**config.mk**
```make
export PLATFORM = sky130hd
export DESIGN_NAME = btn_debounce_toggle
export DESIGN_NICKNAME = d
export VERILOG_FILES = /design/src/rtl/btn_debounce_toggle.sv
export SDC_FILE = /design/constraint.sdc
export NUM_CORES = 1
export LEC_CHECK = 0
export BUFFER_PORTS_ARGS = -buffer_cell sky130_fd_sc_hd__clkbuf_2
export CAP_MARGIN = 20
export CORE_MARGIN = 2
export CORE_UTILIZATION = 55
export DETAILED_ROUTE_END_ITERATION = 6
export MAX_ROUTING_LAYER = met4
export PLACE_DENSITY = 0.74
export SYNTH_ARGS = -nofsm -noshare
export SYNTH_HDL_FRONTEND = slang
export SYNTH_SLANG_ARGS = --single-unit
```
**constraint.sdc**
```tcl
create_clock -name CLK -period 4.4 [get_ports CLK]
set_clock_uncertainty 0.2 [all_clocks]
set_input_delay 0.66 -clock CLK [delete_from_list [all_inputs] [get_ports CLK]]
set_output_delay 0.66 -clock CLK [all_outputs]
set_load 0.1 [all_outputs]
```
**src/rtl/btn_debounce_toggle.sv**
```systemverilog
// btn_debounce_toggle
//   Multi-channel pushbutton front end on the 12 MHz system clock. Each channel
//   runs: 2-FF synchroniser -> polarity normalisation -> counter debounce ->
//   press/release/long-press strobes -> LED driver (toggle or follow).
//   Channels share no state.
//
// Ports
//   CLK            system clock, all logic on rising edge
//   RST            synchronous active-high reset
//   btn[N_CH]      raw asynchronous button pins
//   pressed        debounced pressed state (1 = pressed)
//   press_pulse    1-cycle strobe when a press is accepted
//   release_pulse  1-cycle strobe when a release is accepted
//   long_pulse     1-cycle strobe once a press has been held LONG_CYCLES
//   led            LED drive (1 = on)
//
// Parameters
//   DEBOUNCE_CYCLES  cycles a new level must persist before it is accepted
//   LONG_CYCLES      cycles a debounced press is held before long_pulse
//   ACTIVE_LOW       1: pin low = pressed
//   MODE             0: led toggles on press, cleared by long press
//                    1: led follows pressed
module btn_debounce_toggle #(
  parameter int N_CH            = 2,
  parameter int DEBOUNCE_CYCLES = 120000,
  parameter int LONG_CYCLES     = 12000000,
  parameter bit ACTIVE_LOW      = 1'b1,
  parameter bit MODE            = 1'b0
) (
  input  logic            CLK,
  input  logic            RST,
  input  logic [N_CH-1:0] btn,
  output logic [N_CH-1:0] pressed,
  output logic [N_CH-1:0] press_pulse,
  output logic [N_CH-1:0] release_pulse,
  output logic [N_CH-1:0] long_pulse,
  output logic [N_CH-1:0] led
);

  localparam int DB_W   = $clog2(DEBOUNCE_CYCLES + 1);
  localparam int HOLD_W = $clog2(LONG_CYCLES + 1);

  localparam logic [DB_W-1:0]   DB_LAST   = DB_W'(DEBOUNCE_CYCLES - 1);
  localparam logic [HOLD_W-1:0] HOLD_LAST = HOLD_W'(LONG_CYCLES - 1);
  localparam logic [N_CH-1:0]   IDLE_LVL  = {N_CH{ACTIVE_LOW}};

  logic [N_CH-1:0] sync1_q, sync1_d;
  logic [N_CH-1:0] sync2_q, sync2_d;
  logic [N_CH-1:0] pressed_q, pressed_d;
  logic [N_CH-1:0] press_pulse_q, press_pulse_d;
  logic [N_CH-1:0] release_pulse_q, release_pulse_d;
  logic [N_CH-1:0] long_pulse_q, long_pulse_d;
  logic [N_CH-1:0] led_q, led_d;
  logic [N_CH-1:0] fired_q, fired_d;

  logic [N_CH-1:0][DB_W-1:0]   db_cnt_q, db_cnt_d;
  logic [N_CH-1:0][HOLD_W-1:0] hold_cnt_q, hold_cnt_d;

  // Normalised synchronised sample: 1 = pressed regardless of pin polarity.
  logic [N_CH-1:0] samp;
  assign samp = sync2_q ^ IDLE_LVL;

  always_comb begin
    sync1_d         = btn;
    sync2_d         = sync1_q;
    pressed_d       = pressed_q;
    press_pulse_d   = '0;
    release_pulse_d = '0;
    long_pulse_d    = '0;
    led_d           = led_q;
    fired_d         = fired_q;
    db_cnt_d        = db_cnt_q;
    hold_cnt_d      = hold_cnt_q;

    for (int i = 0; i < N_CH; i++) begin
      // Debounce: count consecutive samples that disagree with the accepted
      // level; any agreeing sample restarts the count.
      if (samp[i] == pressed_q[i]) begin
        db_cnt_d[i] = '0;
      end else if (db_cnt_q[i] == DB_LAST) begin
        db_cnt_d[i]        = '0;
        pressed_d[i]       = samp[i];
        press_pulse_d[i]   = samp[i];
        release_pulse_d[i] = ~samp[i];
      end else begin
        db_cnt_d[i] = db_cnt_q[i] + 1'b1;
      end

      // Long press: counts from the registered pressed level, so long_pulse
      // lands exactly LONG_CYCLES after press_pulse. The counter holds once
      // fired, giving one event per press.
      if (!pressed_q[i]) begin
        hold_cnt_d[i] = '0;
        fired_d[i]    = 1'b0;
      end else if (!fired_q[i]) begin
        if (hold_cnt_q[i] == HOLD_LAST) begin
          long_pulse_d[i] = 1'b1;
          fired_d[i]      = 1'b1;
        end else begin
          hold_cnt_d[i] = hold_cnt_q[i] + 1'b1;
        end
      end

      if (!MODE) begin
        if (press_pulse_d[i]) led_d[i] = ~led_q[i];
        if (long_pulse_d[i])  led_d[i] = 1'b0;
      end
    end
  end

  always_ff @(posedge CLK) begin
    if (RST) begin
      sync1_q         <= IDLE_LVL;
      sync2_q         <= IDLE_LVL;
      pressed_q       <= '0;
      press_pulse_q   <= '0;
      release_pulse_q <= '0;
      long_pulse_q    <= '0;
      led_q           <= '0;
      fired_q         <= '0;
      db_cnt_q        <= '0;
      hold_cnt_q      <= '0;
    end else begin
      sync1_q         <= sync1_d;
      sync2_q         <= sync2_d;
      pressed_q       <= pressed_d;
      press_pulse_q   <= press_pulse_d;
      release_pulse_q <= release_pulse_d;
      long_pulse_q    <= long_pulse_d;
      led_q           <= led_d;
      fired_q         <= fired_d;
      db_cnt_q        <= db_cnt_d;
      hold_cnt_q      <= hold_cnt_d;
    end
  end

  assign pressed       = pressed_q;
  assign press_pulse   = press_pulse_q;
  assign release_pulse = release_pulse_q;
  assign long_pulse    = long_pulse_q;
  // Follow mode drives the LED straight from the registered pressed state.
  assign led           = MODE ? pressed_q : led_q;

endmodule

```
After elaboration in Yosys (flattened, before gate mapping) --
Index checks and enable logic that the tools add are counted.
Word-level totals: register bits after elaboration 98, input bits 4
Operators by class: multiplexer cells 12, bitwise gates (word level) 15, reductions and logical operators 12, add/sub/neg operators 4, equality and inequality tests 6
Operator list (count):
- $add 24x1->24 const B | 2
- $eq 24x24->1 const B | 2
- $add 17x1->17 const B | 2
- $eq 17x17->1 const B | 2
- $not 1->1 | 14
- $mux 1 | 12
- $reduce_or 3->1 | 4
- $reduce_and 2->1 | 4
- $reduce_or 2->1 | 4
- $eq 1x1->1 | 2
- $not 2->2 | 1

Depth between registers and ports, before layout --
Gate-level depths: netlist (run 1).
word-level depth 5, gate-level depth with buffers 7, mapped depth without buffers 6

Least setup slack after synthesis (run 1) --
OpenSTA, ideal clock, no wires.
kind reg-to-reg, from register pressed_q[1] (netlist: pressed[1]), to register db_cnt_q[24] in the netlist's numbering, setup slack 2.149 ns, path buffers 2, stages on the path, launching flop included 7, data arrival time 1.987 ns, data required time 4.136 ns, cell sequence dfxtp_1 > and2_1 > o21bai_1 > or2_2 > buf_2 > buf_2 > nor2_1
Between the ends: cells in the longest elaborated chain, start to end 2
RTL lines:
- from (decl) | RTL line 49 | logic [N_CH-1:0] pressed_q, pressed_d;
- from (signal assigned) | RTL line 126 | pressed_q <= pressed_d;
- $eq 1x1->1 | RTL line 78 | if (samp[i] == pressed_q[i]) begin
- $reduce_or 3->1 (no line)
- to (signal assigned) | RTL line 132 | db_cnt_q <= db_cnt_d;
- to (decl) | RTL line 56 | logic [N_CH-1:0][DB_W-1:0] db_cnt_q, db_cnt_d;
No other way between the ends. A chain may end at the register's enable or synchronous reset.

Worst setup path in the final report (run 1) --
from register hold_cnt_q[24] in the netlist's numbering, to register hold_cnt_q[33] in the netlist's numbering
Between the ends: cells in the longest elaborated chain, start to end 3, elaborated cells on any way between the ends 4, those cells by class add/sub: 1; eq/ne: 1; bitwise: 1; reduce/logical: 1
RTL lines:
- from (decl) | RTL line 57 | logic [N_CH-1:0][HOLD_W-1:0] hold_cnt_q, hold_cnt_d;
- from (signal assigned) | RTL line 133 | hold_cnt_q <= hold_cnt_d;
- parallel branches: the longest is 3 deep, another holds $add 24x1->24
Parallel ways; which one is timed is not known.

==> reports/summary.txt, run 1 <==
Worst path slowest cell = or4_4
# H-tree levels = 3
Sequential area share after synthesis = 44.5%
Multiplexer share of the synthesized area = 0.454%
Area Growth Syn to Fin = 6.66%
Slew of the pin with the lowest slew margin = 902 ps
Port bufs = 13
Filler Cells Inserted = 697
Peak VDD IR = 0.000182 V
Row cnt = 32
Most frequent cells in the layout = 98 x dfxtp_1, 81 x nor2_1, 39 x nand2_1
Hold Crit Class = flip-flop to flip-flop
Register area = 1960 um2
Largest family of logic cells by synthesized area = simple AND/OR/NAND/NOR gates
Power Density = 301 nW/um2
Compound-cell area share of the yosys netlist = 8.37%
Via density = 5.60
Clock slew at reported path FFs = 90 ps
Placed cell areas = 4540 um2
Setup TNS = 0 ps
Vias in the first global route = 3113
First-pass GRT wire length = 14100 um
WL per Instance = 13.3 um
Synthesized instance count = 502
Max Cap Violations = 0
Hpwl dp = 5700 um
CP required = 4420 ps
Static Leakage = 1.49 nW
Die area = 8750 um2
Adder-cell share of the synthesized area = 1.13%
DRC errors left = 0
Worst-path cell chain = ha_1 -> nand4_1 -> or4_4 -> o21ai_4 -> or4_1 -> a21oi_1
Leading cell type in the layout, fill and taps excluded = dfxtp_1
WP data arrival = 2270 ps
Congestion Overflow GR = 0
Area of the multi-input gates = 2340 um2
Post-CTS Setup Inserts = 0
Die Wd = 93.6 um
Final Hold Violating Endpoints = 0
Tot GR Track Use = 20.5%
Design area = 4710 um2
Initial Utilization = 56.8%
Antenna-violating nets left = 0
Largest net degree at the start of global routing = 26
Worst rel slew slack = 39.9%
Post-synth EDFFs = 0
Number of hold buffers added after CTS = 0
Diode count = 0
Critical path class = flip-flop to flip-flop
Outcome = complete, no violations
Overall routed net length = 8220 um
Clock Tree Buf Depth = 2
Clk sinks = 98
Layout cells sized above 1 = 10.3%
IO Count = 14
Vert. Die Dim = 93.6 um
Synth Area in Simple Gates = 32.4%
RSZ-0062 raised after global routing = false
First-iteration detailed-routing DRC count = 95
Number of instances resized during post-cts repair = 0
Most used DFF post-synth = dfxtp_1
TritonCTS clock tree = yes
Gpl congestion = 0.853
Max frequency = 445 MHz
Syn Nets = 510
Netlist Area Pre-Place = 4410 um2
Period utilisation layout = 51.1%
Max Fanout on Critical Path = 16
Synth cell types = 57
Skew-Pair Late Insertion Delay = 360 ps
Synth Area in XOR/XNOR = 10.7%
Detailed Routing Iterations Pass 1 = 5
Setup Viol. Count Final = 0
Yosys warning total = 0
Crit start category = flip-flop
Critical path's largest stage delay = 500 ps
Initial antenna violation count = 0
Max-slew violations = 0
Via count = 3467
Clock buffer count from CTS = 9
Ys async rst share = 0%
Root buffer cell = clkbuf_8
Yosys reg bits = 98
Fin nets = 520
Minimum clock period = 2250 ps
Core area = 7770 um2
Worst setup EP type = flip-flop
Syn avg cell area = 8.79 um2
-- flip-flops by register name (all words and copies together), names as in the netlist --
register,flops
pressed,2
long_pulse,2
led,2
db_cnt_q,34
fired_q,2
release_pulse,2
press_pulse,2
hold_cnt_q,48
sync2_q,2
sync1_q,2
-- kinds of logic (layout without fill, tap and decap cells) --
| kind of cell | count (synthesis) | count (layout) |
|---|---|---|
| simple gates | 264 | 264 |
| flops | 98 | 98 |
| compound gates | 55 | 55 |
| xor+xnor | 54 | 54 |
| buf+inv | 25 | 40 |
| fa+ha+maj | 4 | 4 |
| mux | 2 | 2 |
-- stage by stage --
stage	power (mW)	util, %	setup WS (ps)	cells	hold WS [ps]
after global routing	1.47	60.6	2010	619	228
after detailed placement	0.920	58.4	1870	603	196
final	1.41	60.6	2150	619	216
after global placement	0.920	58.4	1930	603	194
after floorplan	0.917	-	2150	502	189
after CTS	1.43	60.6	2160	619	219
-- worst max-delay path: cells and delay by family, from the launching register on --
kind | cells | cell delay [ps]
AND/OR/NAND/NOR | 3 | 840
AO/OA/AOI/OAI | 2 | 450
flip-flops | 1 | 380
adder cells (fa/ha/maj) | 1 | 230
-- synth_stat cells (2+ instances only) --
library cell	n	area share, %
mux2i_1	2	0.45
a21oi_1	16	1.8
xor2_1	31	6.2
o31ai_1	2	0.34
inv_1	11	0.94
or4_1	4	0.68
o211ai_1	3	0.51
or2_2	9	1.3
nor2b_1	3	0.43
and3_1	6	0.85
clkbuf_1	6	0.51
nand4_1	20	2.8
o21ai_0	7	0.79
buf_2	4	0.45
nand3_1	31	3.5
and2_1	2	0.28
a31o_1	3	0.60
or3_1	11	1.6
nand4bb_1	4	1.0
nor3_1	14	1.6
o21ai_1	5	0.57
ha_1	4	1.1
nor3b_1	4	0.68
nor4_4	2	0.96
dfxtp_1	98	44
nor2_1	81	6.9
buf_1	2	0.17
a41o_1	2	0.45
xnor2_1	23	4.6
nor4b_1	3	0.60
nor4_2	2	0.57
and4_1	5	0.99
nand2b_1	6	0.85
nor4_1	8	1.1
a31oi_1	4	0.57
a21oi_2	2	0.40
a211oi_1	4	0.68
nand2_1	39	3.3
-- area by class of cell --
| cell class | instances | share of cell area, % |
|---|---|---|
| Inverter | 11 | 0.877 |
| Tap cell | 102 | 2.71 |
| Clock inverter | 6 | 0.904 |
| Multi-Input combinational cell | 379 | 49.7 |
| Clock buffer | 10 | 2.71 |
| Timing Repair Buffer | 13 | 1.38 |
| Sequential cell | 98 | 41.7 |
-- final timing paths --
path             startpoint             end  slack, ps  cells past startpoint
max          hold_cnt_q[24]  hold_cnt_q[33]       2150                      6
min              sync1_q[0]      sync2_q[0]        220                      1
max reg2reg  hold_cnt_q[24]  hold_cnt_q[33]       2150                      6
min reg2reg      sync1_q[0]      sync2_q[0]        220                      1
-- per-layer routing --
metal	global-route usage, %	vias up	part of all wire (%)
li1	-	1790	-
met1	27.1	1631	50
met2	31.5	36	46
met3	3.63	10	2.6
met4	8.21	0	1.6
met5	-	-	0
-- power by group --
group	switching (mW)	internal (mW)	total, mW
clock	0.308	0.207	0.515
combinational	0.00599	0.00355	0.00954
sequential	0.00143	0.888	0.890
total	0.316	1.10	1.41
Note: power is estimated with default switching activity, not from simulation.
==> run 2: changes to the inputs <==
--- a/config.mk
+++ b/config.mk
@@ -11,7 +11,7 @@
 export CORE_UTILIZATION = 55
 export DETAILED_ROUTE_END_ITERATION = 6
 export MAX_ROUTING_LAYER = met4
-export PLACE_DENSITY = 0.74
+export PLACE_DENSITY = 0.77
 export SYNTH_ARGS = -nofsm -noshare
 export SYNTH_HDL_FRONTEND = slang
 export SYNTH_SLANG_ARGS = --single-unit
==> constraint.sdc (replaced) <==
create_clock -name CLK -period 1.9 [get_ports CLK]
set_clock_uncertainty 0.2 [all_clocks]
set_input_delay 0.285 -clock CLK [delete_from_list [all_inputs] [get_ports CLK]]
set_output_delay 0.285 -clock CLK [all_outputs]
set_load 0.1 [all_outputs]
==> run 2 against run 1 <==
Effect of this change: the flow now finishes with violations (negative setup slack); non-clock buffer count rose by 81; final area rose by 23%; hold slack improved by 1.6 ps; final cell count rose by 13%; wire length rose by 32%; sequential share of layout area fell by 7.2 points; global-route usage rose by 4.8 points; critical path type unchanged; highest routed layer unchanged.
==> reports/summary.txt, run 2 (synthesized netlist as in run 1, its figures left out) <==
Worst rel slew slack = 61.0%
Critical path class = flip-flop to flip-flop
Port bufs = 13
Crit-path leading delay family = simple AND/OR/NAND/NOR gates
Max-slew violations = 0
Core area = 7770 um2
Clock buffer count from CTS = 9
Vert. Die Dim = 93.6 um
Buf/Inv on CP = 1
Die area = 8750 um2
Antenna-violating nets left = 0
Hpwl dp = 6840 um
Worst-path cell chain = ha_4 -> nand4_1 -> or4_4 -> o21ai_4 -> buf_6 -> o21ai_2 -> a21oi_1
Initial antenna violation count = 0
Overall routed net length = 10900 um
Worst Setup SP = hold_cnt_q[24]
Post-route setup slack = -139 ps
Clock slew at reported path FFs = 90 ps
Critical path's largest stage delay = 520 ps
Failing checks = negative setup slack
Clock Tree Buf Depth = 2
Static Leakage = 2.12 nW
TritonCTS clock tree = yes
Max frequency = 490 MHz
Area Growth Syn to Fin = 31.2%
Top reg by flops = hold_cnt_q
Max reg flops = 48
Via count = 4018
Via density = 5.73
Reg2reg setup slack = -140 ps
First-iteration detailed-routing DRC count = 162
Hold Crit Class = flip-flop to flip-flop
Die Wd = 93.6 um
Max Cap Violations = 0
Worst hold path endpoint = sync2_q[1]
Crit start category = flip-flop
Worst path slowest cell = or4_4
Diode count = 0
Clk sinks = 98
Gpl congestion = 0.945
Initial Utilization = 56.8%
WP data arrival = 2130 ps
Final Hold Violating Endpoints = 0
Minimum clock period = 2040 ps
Tot GR Track Use = 25.3%
Worst reg2reg endpoint = hold_cnt_q[39]
First-pass GRT wire length = 17300 um
WL per Instance = 15.5 um
Skew-Pair Late Insertion Delay = 370 ps
Congestion Overflow GR = 0
Slew of the pin with the lowest slew margin = 586 ps
R2r startpoint = hold_cnt_q[24]
DRC errors left = 0
IO Count = 14
Hold path cells = 1
Largest net degree at the start of global routing = 18
Setup Viol. Count Final = 21
Vias in the first global route = 3864
Detailed Routing Iterations Pass 1 = 5
Outcome = finished, violations left
Final hold slack = 217 ps
Hold Path Origin = sync1_q[1]
Layout cells sized above 1 = 32.4%
Setup TNS = -1560 ps
CP required = 1990 ps
Power Density = 629 nW/um2
# H-tree levels = 3
Peak VDD IR = 0.000459 V
Period utilisation layout = 107%
Root buffer cell = clkbuf_8
Most frequent cells in the layout = 81 x nor2_1, 77 x dfxtp_1, 65 x buf_4
Leading cell type in the layout, fill and taps excluded = nor2_1
Largest regs = hold_cnt_q x48, db_cnt_q x34
Row cnt = 32
FF-to-FF path depth = 7
RSZ-0062 raised after global routing = true
Worst setup EP type = flip-flop
Max Fanout on Critical Path = 6
Fin nets = 602
## run 2: cell types whose count changed in the layout (fill, tap and decap cells not counted), sizes merged
cell / before / now
buf: 0 / 78
dlygate4sd3: 0 / 3
bufinv: 0 / 2
clkinv: 3 / 1
a21oi: 18 / 19
clkbuf: 23 / 24
clkinvlp: 2 / 1
## run 2: metrics by stage
stage               power [mW]  cell area, um2  util [%]  cells  setup slack [ps]
floorplan                 2.12            4440         -    502             -52.9
global placement          2.14            5050      65.0    667             -61.4
detailed placement        2.14            5050      65.0    667              -129
CTS                       3.68            5460      70.3    694             -53.5
global route              3.74            5790      74.5    701              -205
finish                    3.64            5790      74.5    701              -139
## run 2: area by class of cell
type | count | area [um2]
Clock buffer | 11 | 151
Clock inverter | 5 | 85.1
Fill cell | 544 | 1980
Inverter | 11 | 41.3
Multi-Input combinational cell | 380 | 2640
Sequential cell | 98 | 2000
Tap cell | 102 | 128
Timing Repair Buffer | 94 | 747
## run 2: worst max path at each step
stage                     end  slack (ps)  depth (start not counted)
2_1_floorplan  hold_cnt_q[24]         -50                          7
3_3_place_gp   hold_cnt_q[14]         -60                          6
4_1_cts        hold_cnt_q[36]         -50                          5
5_1_grt        hold_cnt_q[39]        -200                          7
6_report       hold_cnt_q[39]        -140                          7
3_5_place_dp   hold_cnt_q[14]        -130                          6
## run 2: where the power goes
| group | switching, mW | internal, mW | leakage (nW) | total, mW |
|---|---|---|---|---|
| Combinational | 0.0173 | 0.0172 | 1.20 | 0.0345 |
| Sequential | 0.00316 | 2.05 | 0.802 | 2.06 |
| Clock | 0.728 | 0.820 | 0.116 | 1.55 |
## run 2: per-layer routing
metal	global-route usage (%)	wire length [um]
met3	5.16	422
met1	29.5	4540
met5	-	0
met2	42.6	5600
met4	10.6	317
## run 2: worst register-to-register path: stages (launching register included)
cell,delay [ps]
dfxtp_2,360
ha_4,140
nand4_1,140
or4_4,530
o21ai_4,220
buf_6,160
o21ai_2,60
a21oi_1,160
## run 2: what timing repair did
item	in CTS	in global routing
hold endpoints to repair	5	0
gates cloned	1	0
resized for setup	19	66
setup buffers	7	8
setup endpoints to repair	41	76
hold buffers	3	0
pin swaps	14	41
==> run 3: changes to the inputs <==
==> constraint.sdc (replaced) <==
create_clock -name CLK -period 1.9 [get_ports CLK]
set_clock_uncertainty 0.2 [all_clocks]
set_input_delay 0.38 -clock CLK [delete_from_list [all_inputs] [get_ports CLK]]
set_output_delay 0.38 -clock CLK [all_outputs]
set_load 0.1 [all_outputs]
==> run 3 against run 2 <==
Effect of this change: register-to-register slack better by 70 ps; utilization is 2.7 points lower; non-clock buffer count is 10 lower; global-route usage is 1.9 points lower; sequential power hardly changed; hold slack worse by 200 ps; power is 2.1% lower; final area is 3.6% lower; via count is 3.0% lower; die area stayed put; largest cell class unchanged; clock-buffer cell count is 1 lower; critical path type unchanged; the run still ends with negative setup slack left; sequential cell count stayed put.
==> reports/summary.txt, run 3 (synthesized netlist as in run 1, its figures left out) <==
Outcome = finished, violations left
Failing checks = negative setup slack
P_int = 2.81 mW
Die Wd = 93.6 um
WL per Instance = 14.7 um
Number of hold buffers added after CTS = 0
Dpl cells = 666
Switching Fraction = 20.9%
Hold Crit Class = primary input to flip-flop
Crit start category = flip-flop
Leading cell type in the layout, fill and taps excluded = nor2_1
Row cnt = 32
Slew of the pin with the lowest slew margin = 559 ps
Max reg flops = 48
Post-route setup slack = -69.8 ps
Worst hold path endpoint = sync1_q[0]
Clock share of power = 41.4%
Via count = 3897
Largest net degree at the start of global routing = 18
Area Growth Syn to Fin = 26.5%
Clock slew at reported path FFs = 90 ps
Fin nets = 592
Layout cells sized above 1 = 29.7%
Die area = 8750 um2
Overall routed net length = 10100 um
Reg2reg setup slack = -70 ps
FF-to-FF path depth = 7
Congestion Overflow GR = 0
Combinational power share = 0.8%
Period utilisation layout = 104%
Minimum clock period = 1970 ps
Power Density = 638 nW/um2
Initial antenna violation count = 0
RSZ-0062 raised after global routing = true
First-pass GRT wire length = 16000 um
Vert. Die Dim = 93.6 um
Worst rel slew slack = 62.9%
Vias in the first global route = 3618
IO Count = 14
R2r startpoint = hold_cnt_q[24]
Pre-CTS setup slack = -142 ps
Final hold slack = 16.9 ps
Tot GR Track Use = 23.4%
Diode count = 0
# H-tree levels = 3
Hold path cells = 2
NetSw = 745 uW
Detailed Routing Iterations Pass 1 = 5
Gpl congestion = 0.933
Setup Viol. Count Final = 16
Sequential power share = 57.8%
Top reg by flops = hold_cnt_q
Layout Cells excl Fill = 691
Clock Tree Buf Depth = 2
Max Cap Violations = 0
Most frequent cells in the layout = 80 x nor2_1, 76 x dfxtp_1, 63 x buf_4
Overall Power = 3.56 mW
Initial Utilization = 56.8%
Worst reg2reg endpoint = hold_cnt_q[32]
Max Fanout on Critical Path = 7
Max frequency = 508 MHz
Critical path class = flip-flop to flip-flop
Hpwl dp = 6770 um
Peak VDD IR = 0.000470 V
Clock buffer count from CTS = 9
Root buffer cell = clkbuf_8
Core area = 7770 um2
Final Hold Violating Endpoints = 0
Port bufs = 13
Static Leakage = 1.99 nW
Max-slew violations = 0
CP required = 1950 ps
TritonCTS clock tree = yes
DRC errors left = 0
Via density = 5.64
Worst setup EP type = flip-flop
Hold Path Origin = btn[0]
Largest regs = hold_cnt_q x48, db_cnt_q x34
WP data arrival = 2020 ps
Clk sinks = 98
Filler Cells Inserted = 596
First-iteration detailed-routing DRC count = 150
Antenna-violating nets left = 0
Skew-Pair Late Insertion Delay = 360 ps
Setup TNS = -470 ps
==> run 3: worst max path at each step <==
stage	depth (start not counted)	end	from	slack, ps
after detailed placement	6	hold_cnt_q[14]	hold_cnt_q[0]	-140
after floorplan	7	hold_cnt_q[24]	hold_cnt_q[24]	-50
after global placement	6	hold_cnt_q[14]	hold_cnt_q[0]	-60
final	7	hold_cnt_q[32]	hold_cnt_q[24]	-70
after global routing	7	hold_cnt_q[24]	hold_cnt_q[24]	-120
after CTS	7	hold_cnt_q[35]	hold_cnt_q[24]	-40
==> run 3: routing by layer <==
layer	GRT usage (%)	wire (um)	part of all wire [%]	vias up
met1	28.4	4450	44	1862
met4	9.06	173	1.7	0
li1	-	-	-	1927
met3	5.00	366	3.6	17
met5	-	0	0	-
met2	38.4	5140	51	91
==> run 3: power by group through the flow <==
stage / sequential (mW) / combinational [mW] / clock (mW)
after floorplan: 2.11 / 0.0159 / 0
after global placement: 2.11 / 0.0272 / 0
after detailed placement: 2.11 / 0.0281 / 0
after CTS: 2.06 / 0.0286 / 1.50
after global routing: 2.06 / 0.0313 / 1.58
final: 2.06 / 0.0283 / 1.47
==> run 3: what timing repair did <==
item / in CTS / in global routing
gates cloned: 1 / 0
resized for setup: 12 / 55
endpoints found under the setup margin: 25 / 81
buffers inserted: 3 / 5
pin swaps: 5 / 30
hold endpoints to repair: 0 / 0
==> run 3: per-stage QoR <==
stage	cell area (um2)	utilization (%)
after global placement	5040	64.9
after CTS	5350	68.8
after global routing	5580	71.9
final	5580	71.9
after detailed placement	5040	64.9
after floorplan	4440	-
==> run 3: cell type report <==
type                       instances  area (um2)  share of cell area, %
tap                              102         128                   2.29
multi-input combinational        380        2570                   46.0
clock inverter                     6        87.6                   1.57
inverter                          11        41.3                  0.740
clock buffer                      10         128                   2.29
sequential                        98        1990                   35.7
timing repair buffer              84         637                   11.4
==> run 3: critical path, cell delays in order, from the launching register on <==
cell and delay, ps:
dfxtp_2 360, ha_4 130, nand4_1 120, or4_4 480
buf_4 170, o21ai_4 190, or3_1 150, a21oi_1 60
